File: config.mk
export PLATFORM = sky130hd
export DESIGN_NAME = delay_line_ctrl_flat
export DESIGN_NICKNAME = d
export VERILOG_FILES = /design/src/rtl/delay_line_if.sv /design/src/rtl/delay_line_ctrl.sv /design/src/flat_wrapper.sv
export SDC_FILE = /design/constraint.sdc
export NUM_CORES = 1
export LEC_CHECK = 0
export CORE_ASPECT_RATIO = 1.25
export CORE_MARGIN = 4
export CORE_UTILIZATION = 52
export DETAILED_ROUTE_END_ITERATION = 7
export PLACE_DENSITY = 0.88
export SETUP_SLACK_MARGIN = 0.2
export SYNTH_ARGS = -nofsm -noshare
export SYNTH_HDL_FRONTEND = slang
export SYNTH_SLANG_ARGS = --single-unit
File: constraint.sdc
create_clock -name clock -period 8.9 [get_ports clock]
set_clock_uncertainty 0.1 [all_clocks]
set_input_delay 1.335 -clock clock [delete_from_list [all_inputs] [get_ports clock]]
set_output_delay 1.335 -clock clock [all_outputs]
set_load 0.02 [all_outputs]
File: src/rtl/delay_line_if.sv
// Sample stream and RAM port bundle for the memory-based delay line.
// master = controller side, slave = sample source / RAM / consumer side.
interface delay_line_if #(
   parameter int AW       = 13,
   parameter int BUS_SIZE = 16
) ();
   logic                in_valid;
   logic [BUS_SIZE-1:0] in_data;
   logic                in_ready;

   logic                ram_we;
   logic [AW-1:0]       ram_waddr;
   logic [BUS_SIZE-1:0] ram_wdata;
   logic                ram_re;
   logic [AW-1:0]       ram_raddr;
   logic [BUS_SIZE-1:0] ram_rdata;

   logic                out_valid;
   logic [BUS_SIZE-1:0] out_data;

   modport master (
      input  in_valid, in_data, ram_rdata,
      output in_ready, ram_we, ram_waddr, ram_wdata, ram_re, ram_raddr,
             out_valid, out_data
   );

   modport slave (
      output in_valid, in_data, ram_rdata,
      input  in_ready, ram_we, ram_waddr, ram_wdata, ram_re, ram_raddr,
             out_valid, out_data
   );
endinterface

File: src/rtl/delay_line_ctrl.sv
// Circular-buffer sequencer for a runtime-programmable sample delay held in an
// external simple-dual-port RAM with one cycle of read latency. The delay is
// counted in accepted samples; every reconfiguration or re-enable refills the
// buffer so stale RAM contents never reach the output.
module delay_line_ctrl #(
   parameter int DEPTH         = 5000,
   parameter int AW            = 13,
   parameter int BUS_SIZE      = 16,
   parameter int DEFAULT_DELAY = 4999
) (
   input  logic          clock,
   input  logic          reset,
   input  logic          enable,
   input  logic          cfg_load,
   input  logic [AW-1:0] delay_cfg,
   output logic          cfg_err,
   output logic          primed,
   output logic [AW-1:0] delay_cur,
   delay_line_if.master  bus
);

   typedef enum logic [1:0] {IDLE, FLUSH, FILL, RUN} state_t;

   localparam logic [AW:0]         DEPTH_X = (AW+1)'(DEPTH);
   localparam logic [AW:0]         MAX_X   = (AW+1)'(DEPTH-1);
   localparam logic [AW-1:0]       LAST    = AW'(DEPTH-1);
   localparam logic [AW-1:0]       ONE     = AW'(1);
   localparam logic [AW-1:0]       DLY_RST = AW'(DEFAULT_DELAY);
   localparam logic [BUS_SIZE-1:0] ZERO_D  = '0;

   state_t        state, state_nxt;
   logic [AW-1:0] wp, wp_nxt;
   logic [AW-1:0] fill_cnt, fill_cnt_nxt;
   logic [AW-1:0] delay_nxt;
   logic          cfg_err_nxt;
   logic          accept_p0;
   logic          rd_p0;
   logic          vld_p1;

   // Read address = (wp - delay) mod DEPTH, one extra bit so the wrap add never overflows.
   function automatic logic [AW-1:0] rd_addr(input logic [AW-1:0] w, input logic [AW-1:0] d);
      logic [AW:0] w_x, d_x, r_x;
      w_x = {1'b0, w};
      d_x = {1'b0, d};
      if (w_x >= d_x) r_x = w_x - d_x;
      else            r_x = w_x + DEPTH_X - d_x;
      return r_x[AW-1:0];
   endfunction

   // Write pointer advance, wrapping at the last RAM word rather than at 2^AW.
   function automatic logic [AW-1:0] wp_inc(input logic [AW-1:0] w);
      return (w == LAST) ? '0 : w + ONE;
   endfunction

   // A delay of zero or one that reaches the write slot is unusable.
   function automatic logic cfg_ok(input logic [AW-1:0] d);
      return (d != '0) && ({1'b0, d} <= MAX_X);
   endfunction

   // p0: sample acceptance, RAM write and (in RUN) the delayed read issue
   assign bus.in_ready  = enable & ((state == FILL) | (state == RUN)) & ~cfg_load;
   assign accept_p0     = bus.in_valid & bus.in_ready;
   assign rd_p0         = accept_p0 & (state == RUN);
   assign bus.ram_we    = accept_p0;
   assign bus.ram_waddr = wp;
   assign bus.ram_wdata = accept_p0 ? bus.in_data : ZERO_D;
   assign bus.ram_re    = rd_p0;
   assign bus.ram_raddr = rd_p0 ? rd_addr(wp, delay_cur) : '0;

   // p1: RAM read data returns alongside its valid
   assign bus.out_valid = vld_p1;
   assign bus.out_data  = vld_p1 ? bus.ram_rdata : ZERO_D;
   assign primed        = (state == RUN);

   // Next-state and pointer logic: enable-low beats cfg_load, which beats sample transfer.
   always_comb begin
      state_nxt    = state;
      wp_nxt       = wp;
      fill_cnt_nxt = fill_cnt;
      delay_nxt    = delay_cur;
      cfg_err_nxt  = 1'b0;
      if (state == IDLE) begin
         if (cfg_load) begin
            if (cfg_ok(delay_cfg)) delay_nxt   = delay_cfg;
            else                   cfg_err_nxt = 1'b1;
         end else if (enable) begin
            state_nxt = FLUSH;
         end
      end else if (!enable) begin
         state_nxt = IDLE;
      end else if (cfg_load) begin
         if (cfg_ok(delay_cfg)) begin
            delay_nxt = delay_cfg;
            state_nxt = FLUSH;
         end else begin
            cfg_err_nxt = 1'b1;
         end
      end else begin
         case (state)
            FLUSH: begin
               wp_nxt       = '0;
               fill_cnt_nxt = '0;
               state_nxt    = FILL;
            end
            FILL: begin
               if (accept_p0) begin
                  wp_nxt       = wp_inc(wp);
                  fill_cnt_nxt = fill_cnt + ONE;
                  if (fill_cnt + ONE == delay_cur) state_nxt = RUN;
               end
            end
            RUN: begin
               if (accept_p0) wp_nxt = wp_inc(wp);
            end
            default: ;
         endcase
      end
   end

   // FSM state register.
   always_ff @(posedge clock or posedge reset) begin
      if (reset) state <= IDLE;
      else       state <= state_nxt;
   end

   // Pointer, fill count, active delay, error pulse and output-valid registers.
   always_ff @(posedge clock or posedge reset) begin
      if (reset) begin
         wp        <= '0;
         fill_cnt  <= '0;
         delay_cur <= DLY_RST;
         cfg_err   <= 1'b0;
         vld_p1    <= 1'b0;
      end else begin
         wp        <= wp_nxt;
         fill_cnt  <= fill_cnt_nxt;
         delay_cur <= delay_nxt;
         cfg_err   <= cfg_err_nxt;
         vld_p1    <= rd_p0;
      end
   end

endmodule
File: src/flat_wrapper.sv
// flat-port wrapper written by rule: the top's interface ports become plain ports
module delay_line_ctrl_flat 
#(
   parameter int DEPTH         = 5000,
   parameter int AW            = 13,
   parameter int BUS_SIZE      = 16,
   parameter int DEFAULT_DELAY = 4999
)
  (clock, reset, enable, cfg_load, delay_cfg, cfg_err, primed, delay_cur, bus_in_valid, bus_in_data, bus_ram_rdata, bus_in_ready, bus_ram_we, bus_ram_waddr, bus_ram_wdata, bus_ram_re, bus_ram_raddr, bus_out_valid, bus_out_data);
  delay_line_if #(.AW(AW), .BUS_SIZE(BUS_SIZE)) bus_i ();
  input  logic clock;
  input  logic reset;
  input  logic enable;
  input  logic cfg_load;
  input  logic [AW-1:0] delay_cfg;
  output logic cfg_err;
  output logic primed;
  output logic [AW-1:0] delay_cur;
  input wire logic [$bits(bus_i.in_valid)-1:0] bus_in_valid;
  input wire logic [$bits(bus_i.in_data)-1:0] bus_in_data;
  input wire logic [$bits(bus_i.ram_rdata)-1:0] bus_ram_rdata;
  output wire logic [$bits(bus_i.in_ready)-1:0] bus_in_ready;
  output wire logic [$bits(bus_i.ram_we)-1:0] bus_ram_we;
  output wire logic [$bits(bus_i.ram_waddr)-1:0] bus_ram_waddr;
  output wire logic [$bits(bus_i.ram_wdata)-1:0] bus_ram_wdata;
  output wire logic [$bits(bus_i.ram_re)-1:0] bus_ram_re;
  output wire logic [$bits(bus_i.ram_raddr)-1:0] bus_ram_raddr;
  output wire logic [$bits(bus_i.out_valid)-1:0] bus_out_valid;
  output wire logic [$bits(bus_i.out_data)-1:0] bus_out_data;
  assign bus_i.in_valid = bus_in_valid;
  assign bus_i.in_data = bus_in_data;
  assign bus_i.ram_rdata = bus_ram_rdata;
  assign bus_in_ready = bus_i.in_ready;
  assign bus_ram_we = bus_i.ram_we;
  assign bus_ram_waddr = bus_i.ram_waddr;
  assign bus_ram_wdata = bus_i.ram_wdata;
  assign bus_ram_re = bus_i.ram_re;
  assign bus_ram_raddr = bus_i.ram_raddr;
  assign bus_out_valid = bus_i.out_valid;
  assign bus_out_data = bus_i.out_data;
  delay_line_ctrl #(.DEPTH(DEPTH), .AW(AW), .BUS_SIZE(BUS_SIZE), .DEFAULT_DELAY(DEFAULT_DELAY)) u_core (.clock(clock), .reset(reset), .enable(enable), .cfg_load(cfg_load), .delay_cfg(delay_cfg), .cfg_err(cfg_err), .primed(primed), .delay_cur(delay_cur), .bus(bus_i));
endmodule
# Word-level counts from Yosys, hierarchy flattened
# Index checks and enable logic that the tools add are counted.
# totals
inputBits	50
output_inout_bits	77
wordCells	69
register_bits	43
# op_classes
n_lt_le_gt_ge	2
n_eq_ne	13
n_addsub	5
n_reduce_logical	10
n_mux	26
n_bitwise	7
# op_table
operator	count
$mux 13	9
$pmux 13 s2	2
$mux 16	2
$add 13x1->13 const B	2
$sub 13x13->13	2
$mux 2	8
$add 13x13->13 const B	1
$eq 13x13->1	1
$eq 13x13->1 const B	1
$ge 13x13->1	1
$le 13x13->1 const B	1
$reduce_bool 13->1	1
$reduce_and 5->1	2
$reduce_and 6->1	1
$reduce_bool 2->1	3
$ne 5x1->1 const B	1
$ne 5x4->1 const B	1
$ne 5x5->1 const B	1
$and 1x1->1	4
$eq 2x2->1 const B	2
$mux 1	4
$ne 2x1->1 const B	2
$ne 2x2->1 const B	2
$pmux 2 s2	1
other kinds (7)	8

# Logic depth before layout (Yosys ltp)
# Gate-level depths: netlist of run 1.
# depth
word_depth	10
depth_mapped	11
ltp_nobuf	11

# Worst setup path before layout of run 1
# No wires, ideal clock.
# synth_timing
kind	register -> output
startpoint	register u_core.delay_cur[1]
endpoint	output port bus_ram_raddr[11]
arrival_ps	2814
path_stages_with_launch	12
path_buffers	2
required_time_ps	7465
path_slack_ps	4651
cell_sequence	dfstp_2 > inv_1 > ha_1 > fa_1 > nor3_1 > a22o_1 > o211a_1 > a22o_1 > buf_6 > buf_2 > nand4_1 > a21oi_1
# synth_between
elab_chain_len	3
elab_cells_between_ends	5
cone_classes	2 x add/sub; 1 x order compare; 2 x mux
# synth_lines
item	line	text
start, declared	delay_line_ctrl.sv:18	output logic [AW-1:0] delay_cur,
start signal, assigned	delay_line_ctrl.sv:137	delay_cur <= delay_nxt;
$sub 13x13->13 (tied with other cells)	delay_line_ctrl.sv:46	else r_x = w_x + DEPTH_X - d_x;
$mux 13 (*)	delay_line_ctrl.sv:45	if (w_x >= d_x) r_x = w_x - d_x;
$mux 13 (*)	delay_line_ctrl.sv:68	assign bus.ram_raddr = rd_p0 ? rd_addr(wp, delay_cur) : '0;
end, declared	flat_wrapper.sv:27	output wire logic [$bits(bus_i.ram_raddr)-1:0] bus_ram_raddr;
# Mark *: on every way between the ends. The rest lies on a longest branch, timed or not.

# Worst setup path in the final report of run 1
# layout_timing
startpoint	input port cfg_load
endpoint	output port bus_ram_raddr[12]
# layout_between
elab_chain_len	5
# layout_lines
item	line	text
start, declared	flat_wrapper.sv:14	input logic cfg_load;
$not 1->1 (no source line)	--	
$and 1x1->1	delay_line_ctrl.sv:61	assign bus.in_ready = enable & ((state == FILL) | (state == RUN)) & ~cfg_load;
$and 1x1->1	delay_line_ctrl.sv:62	assign accept_p0 = bus.in_valid & bus.in_ready;
$and 1x1->1	delay_line_ctrl.sv:63	assign rd_p0 = accept_p0 & (state == RUN);
$mux 13	delay_line_ctrl.sv:68	
# Every way passes these cells.

==> impl_metrics.toml, run 1 <==
[outcome]
status = "finished clean"

[final_layout]
drive_above_1_share = 0.0417
nNetsFinal = 711
regArea_um2 = 1080
stdcell_area_um2 = 5480
multi_input_area_um2 = 2760
instances_no_fill = 715
area_delta_synth_final_pct = 34.3
fillers = 559
antenna_cells = 0

[floorplan]
core_area_um2 = 7490
rows = 35
dieArea_um2 = 9340
start_util = 0.545
io_pins = 127
die_w_um = 87.3
die_h_um = 107

[synth]
synth_cell_types = 58
netlist.top_cell.by_area = "dfrtp_1"
synthCells = 503
ys_ff_latch = 43
ys_seq_area_frac = 0.266
yosysMostFrequentCell = "nand2_1"
syn-cell-area_um2 = 4080
synthTopCellsByCount = "47 x nand2_1, 42 x inv_1, 40 x and2_1"
synthTopCellsByArea = "dfrtp_1 22%, ha_1 9.2%, and2_1 6.1%"
syn_avg_cell_area_um2 = 8.12
synth_edf_count = 0
synth_top_area_frac = 0.221
yosysWarnings = 0
synth_nets = 592
synth_flop_cell = "dfrtp_1"
synthArstFlopShare = 1.00

[placement]
gp_congestion = 0.961
dpl.hpwl_um = 10000
port_buffers = 126
dp_cells = 707
place_area_um2 = 5390

[clock_network]
clock_latency_ns = 0.30
clk_pin_slew_ns = 0.09
ctsHoldBuffers = 0
cts_sinks = 43
cts_resized = 0
cts-htree-levels = 2
clk_path_buf_depth = 2
root_buffer = "clkbuf_8"
cts_made_buffers = 5
cts_setup_buffers = 0
cts_tree = "built"

[sta]
max_slew_margin = 0.193
rsz0062_at_grt = "no"
finalSetupViolCount = 0
setup_tns_ns = 0
finalCritPeriodShare = 0.674
layout_min_cycle_time_ns = 6.00
clock.fmax_mhz = 167
hold_violations = 0
slew_viol_final = 0
worst_pin_slew_ns = 1.20
hold_ws_ns = 0.438

[critical_path]
r2r-start = "u_core.state[1]$_DFFE_PP0P_"
crit_start = "cfg_load"
cp_data_arrival_time_ns = 4.56
start_kind = "input pin"
cp.required_ns = 7.47
endpoint_kind = "primary output"
cp_max_fo = 19
critical_path_class = "in2out"

[detailed_routing]
wl_per_cell_um = 17.5
vias = 4255
drc = 0
drtPass1Iterations = 5
first_iter_violations = 272
ant_nets = 0
drt-total-wl_um = 12500
routed_via_density = 5.95

[global_routing]
grt.total_usage = 0.257
grt_max_degree = 44
overflow = 0
antenna_found_initial = 0
grt_pass1_wl_um = 19400
grt_pass1_vias = 4055

[power_and_ir_drop]
pwr-share-clk = 0.160
power.internal_mw = 0.478
p_leak_nw = 2.32
combPwrFrac = 0.535
pwr-share-seq = 0.305
power_density_nw_per_um2 = 152
p_sw_mw = 0.355
netSwitchingFraction = 0.426
ir_drop_v = 0.000117

[run]
maxCapViolations = 0

[min_path]
min_from = "u_core.fill_cnt[1]$_DFFE_PP0P_"
min_path_type = "reg2reg"
[power groups by stage]
stage / clock network [mW] / registers, mW / logic [mW]
2_1_floorplan: 0 / 0.267 / 0.291
3_3_place_gp: 0 / 0.256 / 0.427
3_5_place_dp: 0 / 0.257 / 0.438
4_1_cts: 0.134 / 0.254 / 0.441
5_1_grt: 0.141 / 0.258 / 0.485
6_report: 0.134 / 0.254 / 0.446
[placed cells by master (no fill, tap or decap), types with 3 or more instances in the layout]
master / netlist / routed
and2_1: 40 / 40
o21a_1: 4 / 4
o31ai_1: 8 / 8
and3_1: 5 / 5
nand2_1: 47 / 47
nand3_1: 17 / 17
o21ai_0: 32 / 32
inv_1: 42 / 42
nand4_1: 8 / 8
xor2_1: 12 / 12
or3_1: 3 / 3
dfstp_2: 7 / 7
nand2b_1: 7 / 7
fa_1: 9 / 9
o21ai_1: 14 / 14
a31oi_1: 6 / 6
nor2b_1: 5 / 5
a211oi_1: 7 / 7
ha_1: 30 / 30
nor2_1: 35 / 35
dfrtp_1: 36 / 36
mux2i_1: 6 / 6
a21oi_1: 20 / 20
clkbuf_8: 0 / 5
nor3_1: 11 / 11
or4_1: 4 / 4
clkdlybuf4s50_1: 0 / 126
a21o_1: 9 / 9
xnor2_1: 25 / 25
[layer usage]
layer | vias up | global-route usage | routed length [um]
li1 | 1981 | - | -
met1 | 2012 | 0.313 | 4750
met2 | 226 | 0.459 | 6440
met5 | - | 0 | 0
met3 | 36 | 0.0323 | 899
met4 | 0 | 0.0899 | 401
[sequential cells by signal, indices dropped and copies added (netlist names)]
register	cells
u_core.fill_cnt	13
u_core.bus.out_valid	1
u_core.bus.ram_waddr	13
u_core.state	2
u_core.delay_cur	13
u_core.cfg_err	1
[final timing paths]
check                                                   to  slack [ns]  cells after the start
min in group asynchronous   u_core.fill_cnt[0]$_DFFE_PP0P_        1.36                      3
max in group asynchronous  u_core.delay_cur[8]$_DFFE_PP1P_        6.94                      3
hold / removal              u_core.fill_cnt[1]$_DFFE_PP0P_        0.44                      2
setup / recovery                         bus_ram_raddr[12]        2.90                      7
hold reg to reg             u_core.fill_cnt[1]$_DFFE_PP0P_        0.44                      2
setup reg to reg            u_core.fill_cnt[3]$_DFFE_PP0P_        6.03                      5
[cells by family after synthesis]
group / share of synthesized area
AOI/OAI and AO/OA: 0.192
and+or+nand+nor: 0.249
buffers and inverters: 0.0576
xor gates and xnor gates: 0.0794
DFF: 0.266
adders and majority gates: 0.136
muxes: 0.0202
[final cells by class]
type	instances	share of cell area
timing repair buffer	127	0.231
inverter	42	0.0288
sequential	43	0.198
multi-input combinational	403	0.504
clock inverter	3	0.00434
clock buffer	5	0.0126
tap	92	0.0210
[through the flow]
stage / total power, mW / setup slack, ns / util
after floorplan: 0.558 / 4.65 / -
after global placement: 0.683 / 3.11 / 0.720
after detailed placement: 0.696 / 2.92 / 0.720
after CTS: 0.829 / 2.92 / 0.732
after global routing: 0.885 / 2.64 / 0.732
final: 0.833 / 2.90 / 0.732
[worst max-delay path, stage by stage]
cell and delay, ns:
clkdlybuf4s50_1 0.50, nand2b_1 0.23, nor2_1 0.75, nand2_1 0.58, nor4b_1 0.43, a31o_1 0.14, clkdlybuf4s50_1 0.60
(Power assumes the default switching activity.)
==> run 2: changes to the inputs <==
- CORE_UTILIZATION: 52 -> 48
- PLACE_DENSITY: 0.88 -> 0.82
- clock period: 8.9 -> 5.8 ns (I/O delays scaled with it)
==> run 2 against run 1 <==
  * Combinational power grew 55%
  * Via count shrank 1.7%
  * Clock-buffer cell count grew 1
  * Sequential cell count is the same
  * Power grew 53%
  * Global-route usage shrank 1.4 points
  * Sequential share of layout area is essentially flat
  * Critical path depth grew 3
==> impl_metrics.toml, run 2 (same netlist as run 1, synthesis figures left out) <==
[outcome]
status = "finished clean"

[clock_network]
root_buffer = "clkbuf_8"
clk_pin_slew_ns = 0.08
cts_sinks = 43
cts_resized = 0
clk_path_buf_depth = 2
cts_setup_buffers = 0
cts-htree-levels = 2
cts_made_buffers = 5
cts_tree = "built"
clock_latency_ns = 0.30
ctsHoldBuffers = 0

[detailed_routing]
routed-wl-met3_um = 819
first_iter_violations = 300
routed.top_layer = "met4"
drc = 0
drtPass1Iterations = 6
wl_met1_um = 5040
routed_via_density = 5.80
vias = 4184
drt-total-wl_um = 12500
route.met2.wl_um = 6370
ant_nets = 0
wl_per_cell_um = 17.3

[critical_path]
r2r_end = "u_core.state[0]$_DFFE_PP0P_"
endpoint_kind = "primary output"
crit_top_cell = "a22o_1"
cp_slowest_cell = "clkdlybuf4s50_1"
r2r_cells = 7
r2r-start = "u_core.fill_cnt[0]$_DFFE_PP0P_"
r2r_slack_ns = 3.24
max_stage_delay_ns = 0.65
cp.required_ns = 4.83
crit_chain = "inv_1 > ha_1 > fa_1 > nor3_1 > a22o_1 > o211a_1 > a22o_1 > nor2_1 > a211oi_1 > clkdlybuf4s50_1"
critical_path_class = "reg2out"
start_kind = "flip-flop"
crit_start = "u_core.delay_cur[1]$_DFFE_PP1P_"
cp_data_arrival_time_ns = 3.87
cp_max_fo = 17

[global_routing]
grt_max_degree = 44
antenna_found_initial = 0
grt.total_usage = 0.243
grt_pass1_vias = 4178
grt_pass1_wl_um = 20300
overflow = 0

[min_path]
whs_path_depth = 1
hold_end = "u_core.fill_cnt[12]$_DFFE_PP0P_"
min_from = "u_core.fill_cnt[12]$_DFFE_PP0P_"
min_path_type = "reg2reg"

[final_layout]
fillers = 693
regArea_um2 = 1080
multi_input_area_um2 = 2760
final_common_cell = "clkdlybuf4s50_1"
final_cell_mix = "126 x clkdlybuf4s50_1, 47 x nand2_1, 42 x inv_1"
antenna_cells = 0
utilization = 0.662
nNetsFinal = 712
drive_above_1_share = 0.0417
area_delta_synth_final_pct = 34.4

[sta]
setup_tns_ns = 0
layout_min_cycle_time_ns = 4.84
rsz0062_at_grt = "no"
slew_viol_final = 0
finalCritPeriodShare = 0.835
hold_violations = 0
clock.fmax_mhz = 207
worst_pin_slew_ns = 1.11
max_slew_margin = 0.254
finalWorstSetupSlack_ns = 0.958
finalSetupViolCount = 0

[power_and_ir_drop]
ir_drop_v = 0.000147
p_leak_nw = 2.33
power_density_nw_per_um2 = 232

[floorplan]
start_util = 0.493
die_w_um = 90.5
core_area_um2 = 8290
rows = 37
dieArea_um2 = 10100
die_h_um = 111
io_pins = 127

[placement]
port_buffers = 126
gp_congestion = 0.944
dpl_worst_slack_ns = 1.29
dpl.hpwl_um = 9970

[run]
maxCapViolations = 0
run 2: critical path, delay by kind of cell, from the launching register on:
kind / cells / cell delay [ns]
AO/OA/AOI/OAI: 4 / 1.26
adder cells (fa/ha/maj): 2 / 0.65
buffers and inverters: 2 / 0.73
flip-flops: 1 / 0.56
AND/OR/NAND/NOR: 2 / 0.38
run 2: how the worst max path moves through the flow:
stage	slack [ns]	to	cells past startpoint
6_report	0.96	bus_ram_raddr[10]	10
5_1_grt	0.71	bus_ram_raddr[5]	10
4_1_cts	0.97	bus_ram_raddr[10]	10
3_5_place_dp	1.29	bus_ram_raddr[10]	10
3_3_place_gp	1.37	bus_ram_raddr[10]	10
2_1_floorplan	2.02	bus_ram_raddr[11]	11
run 2: area by class of cell:
cell class / instances / share of cell area
clock inverters: 2 / 0.00228
multi-input cells: 403 / 0.503
flip-flops and latches: 43 / 0.198
clock buffers: 6 / 0.0132
well taps: 97 / 0.0221
repair buffers: 128 / 0.233
inverters: 42 / 0.0287
run 2: report_power, final:
group | leakage (nW) | internal [mW] | switching [mW] | total, mW
clock | 0.0412 | 0.0844 | 0.110 | 0.194
sequential | 0.559 | 0.337 | 0.0505 | 0.387
combinational | 1.73 | 0.312 | 0.380 | 0.693
total | 2.33 | 0.734 | 0.541 | 1.27
run 2: metrics by stage:
step                      instance area, um^2  hold WS, ns  power, mW  instances
after CTS                                5490        0.420       1.26        721
after detailed placement                 5400        0.405       1.07        713
after global routing                     5490        0.436       1.36        721
after floorplan                          4080        0.371      0.856        503
after global placement                   5400        0.391       1.05        713
final                                    5490        0.421       1.27        721
run 2: per-layer routing:
metal	global-route usage	vias up
li1	-	1982
met1	0.305	1990
met2	0.420	185
met3	0.0394	27
met4	0.0848	0
met5	0	-
==> run 3: changes to the inputs <==
- clock period: 5.8 -> 4.5 ns (I/O delays scaled with it)
==> run 3 against run 2 <==
  * Via count rose by 0.36%
  * Design area rose by 1.1%
  * Sequential power is 28% higher
  * Global-route usage up 0.72 points
  * Die area stayed put
  * Hold slack about the same
  * First-iteration DRC count is 6.3% lower
  * Sequential cell count is the same
  * Combinational power rose by 30%
  * Worst setup slack got worse by 0.62 ns
  * Clock-buffer cell count unchanged
  * Register-to-register slack worse by 1.3 ns
==> impl_metrics.toml, run 3 (same netlist as run 1, synthesis figures left out) <==
[clock_network]
root_buffer = "clkbuf_8"
clk_path_buf_depth = 2
clock_latency_ns = 0.31
cts_setup_buffers = 0
clk_pin_slew_ns = 0.09
cts-htree-levels = 2
cts_sinks = 43
cts_made_buffers = 5
cts_tree = "built"

[final_layout]
final_cell_mix = "116 x clkdlybuf4s50_1, 47 x nand2_1, 42 x inv_1"
antenna_cells = 0
regArea_um2 = 1080
nNetsFinal = 716
final_common_cell = "clkdlybuf4s50_1"
multi_input_area_um2 = 2780
fillers = 678
area_delta_synth_final_pct = 35.9
drive_above_1_share = 0.0510
stdcell_area_um2 = 5550

[global_routing]
grt_pass1_vias = 4204
grt.total_usage = 0.250
antenna_found_initial = 0
overflow = 0
grt_max_degree = 44
grt_pass1_wl_um = 20800

[detailed_routing]
vias = 4199
first_iter_violations = 281
wl_per_cell_um = 17.4
drtPass1Iterations = 5
drt-total-wl_um = 12600
drc = 0
routed_via_density = 5.79
ant_nets = 0

[floorplan]
io_pins = 127
die_w_um = 90.5
start_util = 0.493
die_h_um = 111
core_area_um2 = 8290
dieArea_um2 = 10100
rows = 37

[outcome]
status = "finished clean"

[sta]
finalSetupViolCount = 0
layout_min_cycle_time_ns = 4.17
slew_viol_final = 0
clock.fmax_mhz = 240
finalWorstSetupSlack_ns = 0.335
worst_pin_slew_ns = 1.05
rsz0062_at_grt = "no"
hold_violations = 0
max_slew_margin = 0.297
finalCritPeriodShare = 0.926
setup_tns_ns = 0

[critical_path]
cp_data_arrival_time_ns = 3.39
r2r_end = "u_core.bus.ram_waddr[6]$_DFFE_PP0P_"
crit_start = "u_core.delay_cur[1]$_DFFE_PP1P_"
max_stage_delay_ns = 0.56
endpoint_kind = "primary output"
critical_path_class = "reg2out"
start_kind = "flip-flop"
r2r-start = "u_core.bus.ram_waddr[6]$_DFFE_PP0P_"
cp_max_fo = 3
r2r_slack_ns = 1.94
cp_slowest_cell = "dfstp_2"
crit_path_end = "bus_ram_raddr[11]"
r2r_cells = 5
crit_chain = "inv_1 > ha_1 > ha_1 > fa_1 > a21o_1 > a211oi_1 > a211oi_1 > mux2_2 > nand4_1 > a21oi_1 > clkdlybuf4s15_1"
cp.required_ns = 3.72

[placement]
port_buffers = 126
dpl_worst_slack_ns = 0.322
place_area_um2 = 5430
dpl.hpwl_um = 10100
gp_congestion = 0.963

[power_and_ir_drop]
ir_drop_v = 0.000183
p_leak_nw = 2.50
power_density_nw_per_um2 = 298
power_mw = 1.66

[run]
maxCapViolations = 0

[min_path]
min_from = "u_core.fill_cnt[12]$_DFFE_PP0P_"
min_path_type = "reg2reg"
## run 3: stage by stage
step	std cells	util	hold slack [ns]
after floorplan	503	-	0.371
after global routing	725	0.670	0.473
after CTS	725	0.667	0.418
after global placement	717	0.656	0.389
after detailed placement	717	0.656	0.402
final	725	0.670	0.421
## run 3: cell type report
type | instances | area share
clock buffer | 6 | 0.0131
clock inverter | 2 | 0.00225
tap | 97 | 0.0219
inverter | 42 | 0.0284
sequential | 43 | 0.195
timing repair buffer | 132 | 0.239
multi-input combinational | 403 | 0.500
## run 3: worst min-delay path by stage
stage | endpoint | slack (ns) | depth (start not counted)
2_1_floorplan | u_core.fill_cnt[12]$_DFFE_PP0P_ | 0.37 | 1
3_3_place_gp | u_core.fill_cnt[12]$_DFFE_PP0P_ | 0.39 | 1
3_5_place_dp | u_core.fill_cnt[12]$_DFFE_PP0P_ | 0.40 | 1
4_1_cts | u_core.fill_cnt[12]$_DFFE_PP0P_ | 0.42 | 1
5_1_grt | u_core.fill_cnt[1]$_DFFE_PP0P_ | 0.47 | 2
6_report | u_core.fill_cnt[12]$_DFFE_PP0P_ | 0.42 | 1
## run 3: power breakdown
part	leakage, nW	internal [mW]	switching [mW]	total [mW]
logic	1.90	0.409	0.495	0.904
clock network	0.0412	0.109	0.145	0.254
registers	0.559	0.434	0.0632	0.497
## run 3: per-layer routing
layer	GRT usage	vias up	wire length [um]
met5	0	-	0
met4	0.0715	0	247
met3	0.0401	22	809
met2	0.442	177	6460
met1	0.313	1998	5120
li1	-	2002	-
## run 3: worst max-delay path, delay by kind of cell, from the launching register on
| family | cells | cell delay (ns) |
|---|---|---|
| mux | 1 | 0.26 |
| compound gates | 4 | 0.77 |
| simple gates | 1 | 0.09 |
| fa+ha+maj | 3 | 1.00 |
| flops | 1 | 0.56 |
| buf+inv | 2 | 0.41 |
## run 3: what timing repair did
action	4_1_cts	5_1_grt
resized for setup	4	11
hold buffers	0	0
setup endpoints to repair	11	9
